File: src/rtl/multicycle_control_unit.sv
// Multicycle FSM controller for the 8-bit 4-register CPU; optional single-step mode under SINGLE_STEP_EN.
// Latency: BEQ 3, ADD 4, SW 4, LW 5 cycles at zero memory wait; every memory wait cycle adds one.
// Backpressure: FETCH and MEM hold while mem_ready is low; mem_ready is ignored in all other states.
module multicycle_control_unit #(
   parameter int CNT_W = 16
) (
   input  logic             clk,
   input  logic             reset,
`ifdef SINGLE_STEP_EN
   input  logic             step,
`endif
   input  logic [1:0]       op,
   input  logic             zero,
   input  logic             mem_ready,
   output logic             mem_req,
   output logic             mem_read,
   output logic             mem_write,
   output logic             iord,
   output logic             ir_write,
   output logic             pc_write,
   output logic             pc_src,
   output logic             alu_src_imm,
   output logic [1:0]       alu_op,
   output logic             reg_write,
   output logic             reg_dst,
   output logic             mem_to_reg,
   output logic             retire,
   output logic [CNT_W-1:0] retired_cnt,
   output logic [2:0]       state_dbg
);

   typedef enum logic [2:0] {
      S_IDLE   = 3'd0,
      S_FETCH  = 3'd1,
      S_DECODE = 3'd2,
      S_EXEC   = 3'd3,
      S_MEM    = 3'd4,
      S_WB_R   = 3'd5,
      S_WB_M   = 3'd6
   } state_e;

   localparam logic [1:0] OP_ADD = 2'b00;
   localparam logic [1:0] OP_LW  = 2'b01;
   localparam logic [1:0] OP_SW  = 2'b10;

   // In single-step mode a finished instruction parks in IDLE until the next step.
`ifdef SINGLE_STEP_EN
   localparam state_e RET_NEXT = S_IDLE;
`else
   localparam state_e RET_NEXT = S_FETCH;
`endif

   state_e           state_q, state_d;
   logic [CNT_W-1:0] cnt_q, cnt_d;

   // State register and retired-instruction counter; reset abandons any access in flight.
   always_ff @(posedge clk or posedge reset) begin
      if (reset) begin
         state_q <= S_IDLE;
         cnt_q   <= '0;
      end else begin
         state_q <= state_d;
         cnt_q   <= cnt_d;
      end
   end

   // Next-state and control decode from state, op, mem_ready and zero.
   always_comb begin
      state_d     = state_q;
      mem_req     = 1'b0;
      mem_read    = 1'b0;
      mem_write   = 1'b0;
      iord        = 1'b0;
      ir_write    = 1'b0;
      pc_write    = 1'b0;
      pc_src      = 1'b0;
      alu_src_imm = 1'b0;
      alu_op      = 2'b00;
      reg_write   = 1'b0;
      reg_dst     = 1'b0;
      mem_to_reg  = 1'b0;
      retire      = 1'b0;
      case (state_q)
         S_IDLE: begin
`ifdef SINGLE_STEP_EN
            state_d = step ? S_FETCH : S_IDLE;
`else
            state_d = S_FETCH;
`endif
         end
         S_FETCH: begin
            mem_req  = 1'b1;
            mem_read = 1'b1;
            if (mem_ready) begin
               ir_write = 1'b1;
               pc_write = 1'b1;
               state_d  = S_DECODE;
            end
         end
         S_DECODE: begin
            state_d = S_EXEC;
         end
         S_EXEC: begin
            case (op)
               OP_ADD: state_d = S_WB_R;
               OP_LW, OP_SW: begin
                  alu_src_imm = 1'b1;
                  state_d     = S_MEM;
               end
               default: begin
                  // BEQ: subtract for the compare, take the branch target on zero.
                  alu_op   = 2'b01;
                  pc_write = zero;
                  pc_src   = zero;
                  retire   = 1'b1;
                  state_d  = RET_NEXT;
               end
            endcase
         end
         S_MEM: begin
            mem_req   = 1'b1;
            iord      = 1'b1;
            mem_read  = (op == OP_LW);
            mem_write = (op == OP_SW);
            if (mem_ready) begin
               if (op == OP_LW) begin
                  state_d = S_WB_M;
               end else begin
                  retire  = 1'b1;
                  state_d = RET_NEXT;
               end
            end
         end
         S_WB_R: begin
            reg_write = 1'b1;
            reg_dst   = 1'b1;
            retire    = 1'b1;
            state_d   = RET_NEXT;
         end
         S_WB_M: begin
            reg_write  = 1'b1;
            mem_to_reg = 1'b1;
            retire     = 1'b1;
            state_d    = RET_NEXT;
         end
         default: state_d = S_IDLE;
      endcase
   end

   // Counter advances on every retiring edge and wraps naturally.
   always_comb begin
      cnt_d = cnt_q;
      if (retire) cnt_d = cnt_q + CNT_W'(1);
   end

   assign retired_cnt = cnt_q;
   assign state_dbg   = state_q;

endmodule

File: config.mk
export PLATFORM = sky130hd
export DESIGN_NAME = multicycle_control_unit
export DESIGN_NICKNAME = d
export VERILOG_FILES = /design/src/rtl/multicycle_control_unit.sv
export SDC_FILE = /design/constraint.sdc
export NUM_CORES = 1
export LEC_CHECK = 0
export BUFFER_PORTS_ARGS = -buffer_cell sky130_fd_sc_hd__buf_2
export CAP_MARGIN = 20
export CORE_MARGIN = 2
export CORE_UTILIZATION = 53
export DETAILED_ROUTE_END_ITERATION = 7
export HOLD_SLACK_MARGIN = 0.02
export PLACE_DENSITY = 0.84
export SYNTH_ARGS = -nofsm -noshare
export SYNTH_HDL_FRONTEND = slang
export SYNTH_SLANG_ARGS = --single-unit
File: constraint.sdc
create_clock -name clk -period 3.7 [get_ports clk]
set_clock_uncertainty 0.05 [all_clocks]
set_input_delay 0.74 -clock clk [delete_from_list [all_inputs] [get_ports clk]]
set_output_delay 0.74 -clock clk [all_outputs]
set_load 0.01 [all_outputs]
### Word level (Yosys, flattened, before mapping)

Index checks and enable logic that the tools add are counted.

* $add $sub $neg: 1
* equality and inequality tests: 10
* multiplexer cells: 25
* reduce and logical (&&, ||, !) cells: 8

Operator list (count)
* $mux W1: 17
* $add A16 B1 Y16 const B: 1
* $pmux W3 S5: 1
* $eq A3 B3 Y1 const B: 3
* $mux W3: 3
* $eq A3 B2 Y1 const B: 2
* $pmux W3 S2: 1
* $reduce_or A2 Y1: 3
* $reduce_or A3 Y1: 2
* $ne A2 B2 Y1 const B: 2
* $pmux W1 S2: 2
* $eq A3 B1 Y1 const B: 1
* $logic_not A3 Y1: 1
* $pmux W1 S3: 1
* $eq A2 B1 Y1 const B: 1
* $eq A2 B2 Y1 const B: 1
* $logic_not A2 Y1: 1
* $reduce_and A2 Y1: 1

* bits in registers: 19
* input port bits: 6
* output and inout bits: 33
* word-level logic and storage cells: 46

### Depth between registers and ports, before layout

* word-level depth: 4
* gate-level depth with buffers: 8
* gate-level depth less buffers: 7

### Worst setup path before layout

OpenSTA, ideal clock, no wires.

* path type: in2out
* start: input op[0]
* end: output pc_write
* arrival time: 1737 ps
* data required time: 2910 ps
* setup slack: 1173 ps
* stages on the path: 4
* buffers on the path: 0
* path through: ha_1 -> and4b_2 -> and2_1 -> or2_2

* cells in the longest elaborated chain, start to end: 4
* elaborated cells between the ends (all ways): 6
* those cells by class: eq/ne: 2; mux: 2; reduce/logical: 2

RTL lines
* from (decl): RTL line 12 `input logic [1:0] op,`
* $eq A2 B1 Y1, or another cell as far along: RTL line 104 `case (op)`
* $reduce_or A3 Y1 (no line) *
* $mux W1 *: RTL line 104
* $pmux W1 S2 *: RTL line 83 `case (state_q)`
* to (decl): RTL line 20 `output logic pc_write,`

Every way passes the cells marked *; elsewhere a longest branch is shown, timed or not.

### Worst setup path in the final report

Ends and elaborated chain as after synthesis.

==> reports/results.tsv <==
metric	value	unit
Power Dens Cells	573	nW/um2
final antenna-violating net count	0	
WL per Instance	12.9	um
Crit. End Element	output pin	
slack of the critical path	0.982	ns
Root Driver	clkbuf_4	
Synth Cell Area	1130	um2
endpoints failing hold	0	
die area	2510	um2
Total GRT Usage	19.4	%
sequential share of the synthesized area	42.2	%
Inserted Diodes	0	
global-route wire length before repair	3780	um
status	completed	
maxcap violations	0	
Placer Congestion	0.928	
Yosys cell types	35	
dpl ws	0.979	ns
Final Max Tran Viols	0	
clock sink total	19	
flop2flop setup slack	2.08	ns
initial antenna violation count	0	
Core ar.	1980	um2
DR pass1 iterations	4	
Slew @ Worst Pin	0.694	ns
largest net degree at the start of global routing	20	
die width	50.1	um
hold buffer count at CTS	0	
HPWL Detailed	1740	um
worst-path fanout max	3	
Startpoint Class	input pin	
Crit Reg-Reg Startpoint	state_dbg[0]	
H-tree levels	1	
Setup CP Type	input pin to output pin	
final critical-path required period	2.72	ns
slew margin rel.	53.7	%
Avg Inst Size Synth	9.98	um2
Worst-Skew Late Latency	0.29	ns
Crit path required time	2.91	ns
routed vias/inst	5.30	
Hold Crit Start	retired_cnt[15]	
fin crit share	73.4	%
Ys Warns	0	
total gr overflow	0	
vias in the first global route	871	
Initial Utilization	56.9	%
Seq cells post-synth	19	
Clock transition at path regs	0.10	ns
WL final	2250	um
# rows	16	
critical path startpoint	op[0]	
Layout area overhead	16.8	%
RSZ-0062 raised after global routing	no	
layout cells sized above 1	35.1	%
Num CTS Buffers	3	
max frequency	0.368	GHz
Syn Inst Count	113	
I/O Buffers	37	
Mapped Nets	123	
Final Setup Violations	0	
die height	50.1	um
postcts setup bufs	0	
maximum buffer depth of the clock tree	2	
CTS tree	yes	
VDD IR max	0.466	mV
Static Leak	0.690	nW
DR vias	928	
PostCTS Resize Cnt	0	
Hold Crit Class	flop to flop	
post-route DRC violation count	0	
setup_tns	0	ns
Net count, final	159	
Crit path arrival time	1.93	ns
number of DRC markers in iteration 0	12	
Ports	39	
==> worst paths after layout <==
| check | to | cells after the start |
|---|---|---|
| min in group asynchronous | retired_cnt[11] | 2 |
| max in group asynchronous | retired_cnt[1] | 2 |
| worst min register to register | retired_cnt[15] | 1 |
| worst min-delay path | retired_cnt[15] | 1 |
| worst max-delay path | pc_write | 6 |
| worst max register to register | retired_cnt[1] | 4 |
==> metrics by stage <==
stage	cell area (um2)	std cells	power [mW]	hold slack, ns	utilization, %
final	1320	175	0.754	0.426	66.4
after global routing	1320	175	0.818	0.457	66.4
after CTS	1320	175	0.760	0.429	66.4
after detailed placement	1290	171	0.658	0.411	65.1
after global placement	1290	171	0.644	0.412	65.1
after floorplan	1130	113	0.568	0.457	-
==> critical path, cell delays in order <==
cell     delay (ns)
buf_2          0.12
ha_1           0.21
and4b_2        0.27
and2_1         0.17
or2_2          0.28
buf_2          0.14
==> placed cells by master (no fill, tap or decap), types with 2 or more instances in the layout <==
cell type,Yosys,final
and4_1,2,2
nor3_1,3,3
and3_1,6,6
buf_2,0,37
a21oi_1,4,4
xnor2_1,14,14
dfrtp_1,19,19
inv_1,6,6
mux2_2,2,2
o22ai_1,2,2
ha_1,4,4
nand4_1,10,10
nand2_1,8,8
nor2_1,5,5
or2_2,2,2
clkbuf_4,1,3
nand3_1,3,3
==> cells in the mapped netlist, drive strengths merged <==
| cell | instances | area (um2) |
|---|---|---|
| and2 | 2 | 13.8 |
| xnor2 | 14 | 123 |
| ha | 4 | 50.1 |
| or3 | 1 | 7.51 |
| buf | 5 | 48.8 |
| xor2 | 1 | 8.76 |
| conb | 1 | 3.75 |
| nand3 | 3 | 15.0 |
| nor2 | 6 | 30.0 |
| a21oi | 4 | 20.0 |
| nor3 | 3 | 15.0 |
| and4 | 2 | 17.5 |
| nand2 | 9 | 41.3 |
| and3 | 7 | 45.1 |
| clkbuf | 1 | 7.51 |
| mux2 | 2 | 22.5 |
| inv | 6 | 22.5 |
| o31ai | 1 | 7.51 |
| or2b | 1 | 7.51 |
| and4b | 1 | 11.3 |
| o21ai | 1 | 5.00 |
| a2bb2oi | 1 | 8.76 |
| and2b | 2 | 16.3 |
| dfrtp | 19 | 475 |
| and3b | 1 | 10.0 |
| or2 | 2 | 12.5 |
| nand2b | 1 | 6.26 |
| o22ai | 2 | 12.5 |
| nand4 | 10 | 62.6 |
==> cell families after synthesis <==
family	Yosys count	share of synthesized area, %
muxes	2	2.00
and+or+nand+nor	51	27.6
other	1	0.333
adders and majority gates	4	4.44
buffers and inverters	12	6.99
xor gates and xnor gates	15	11.7
DFF	19	42.2
AOI/OAI and AO/OA	9	4.77
==> layer usage <==
| metal | up-vias | global-route usage, % | share of wire (%) |
|---|---|---|---|
| li1 | 458 | - | - |
| met1 | 443 | 24.7 | 43 |
| met2 | 25 | 33.8 | 52 |
| met3 | 2 | 2.73 | 4.0 |
| met4 | 0 | 5.56 | 0.58 |
| met5 | - | 0 | 0 |
==> where the power goes <==
| group | leakage (nW) | internal [mW] | switching (mW) |
|---|---|---|---|
| sequential | 0.247 | 0.247 | 0.0745 |
| clock | 0.0150 | 0.0419 | 0.0585 |
| combinational | 0.428 | 0.147 | 0.185 |
==> registers in the layout (all words and copies together) (netlist names) <==
register / flops
state_dbg: 3
retired_cnt: 16
==> layout make-up <==
| class | instances | area [um2] |
|---|---|---|
| fillers | 163 | 666 |
| multi-input cells | 82 | 573 |
| flip-flops and latches | 19 | 475 |
| repair buffers | 37 | 185 |
| well taps | 27 | 33.8 |
| clock buffers | 4 | 26.3 |
| inverters | 6 | 22.5 |
(Power assumes the default switching activity.)
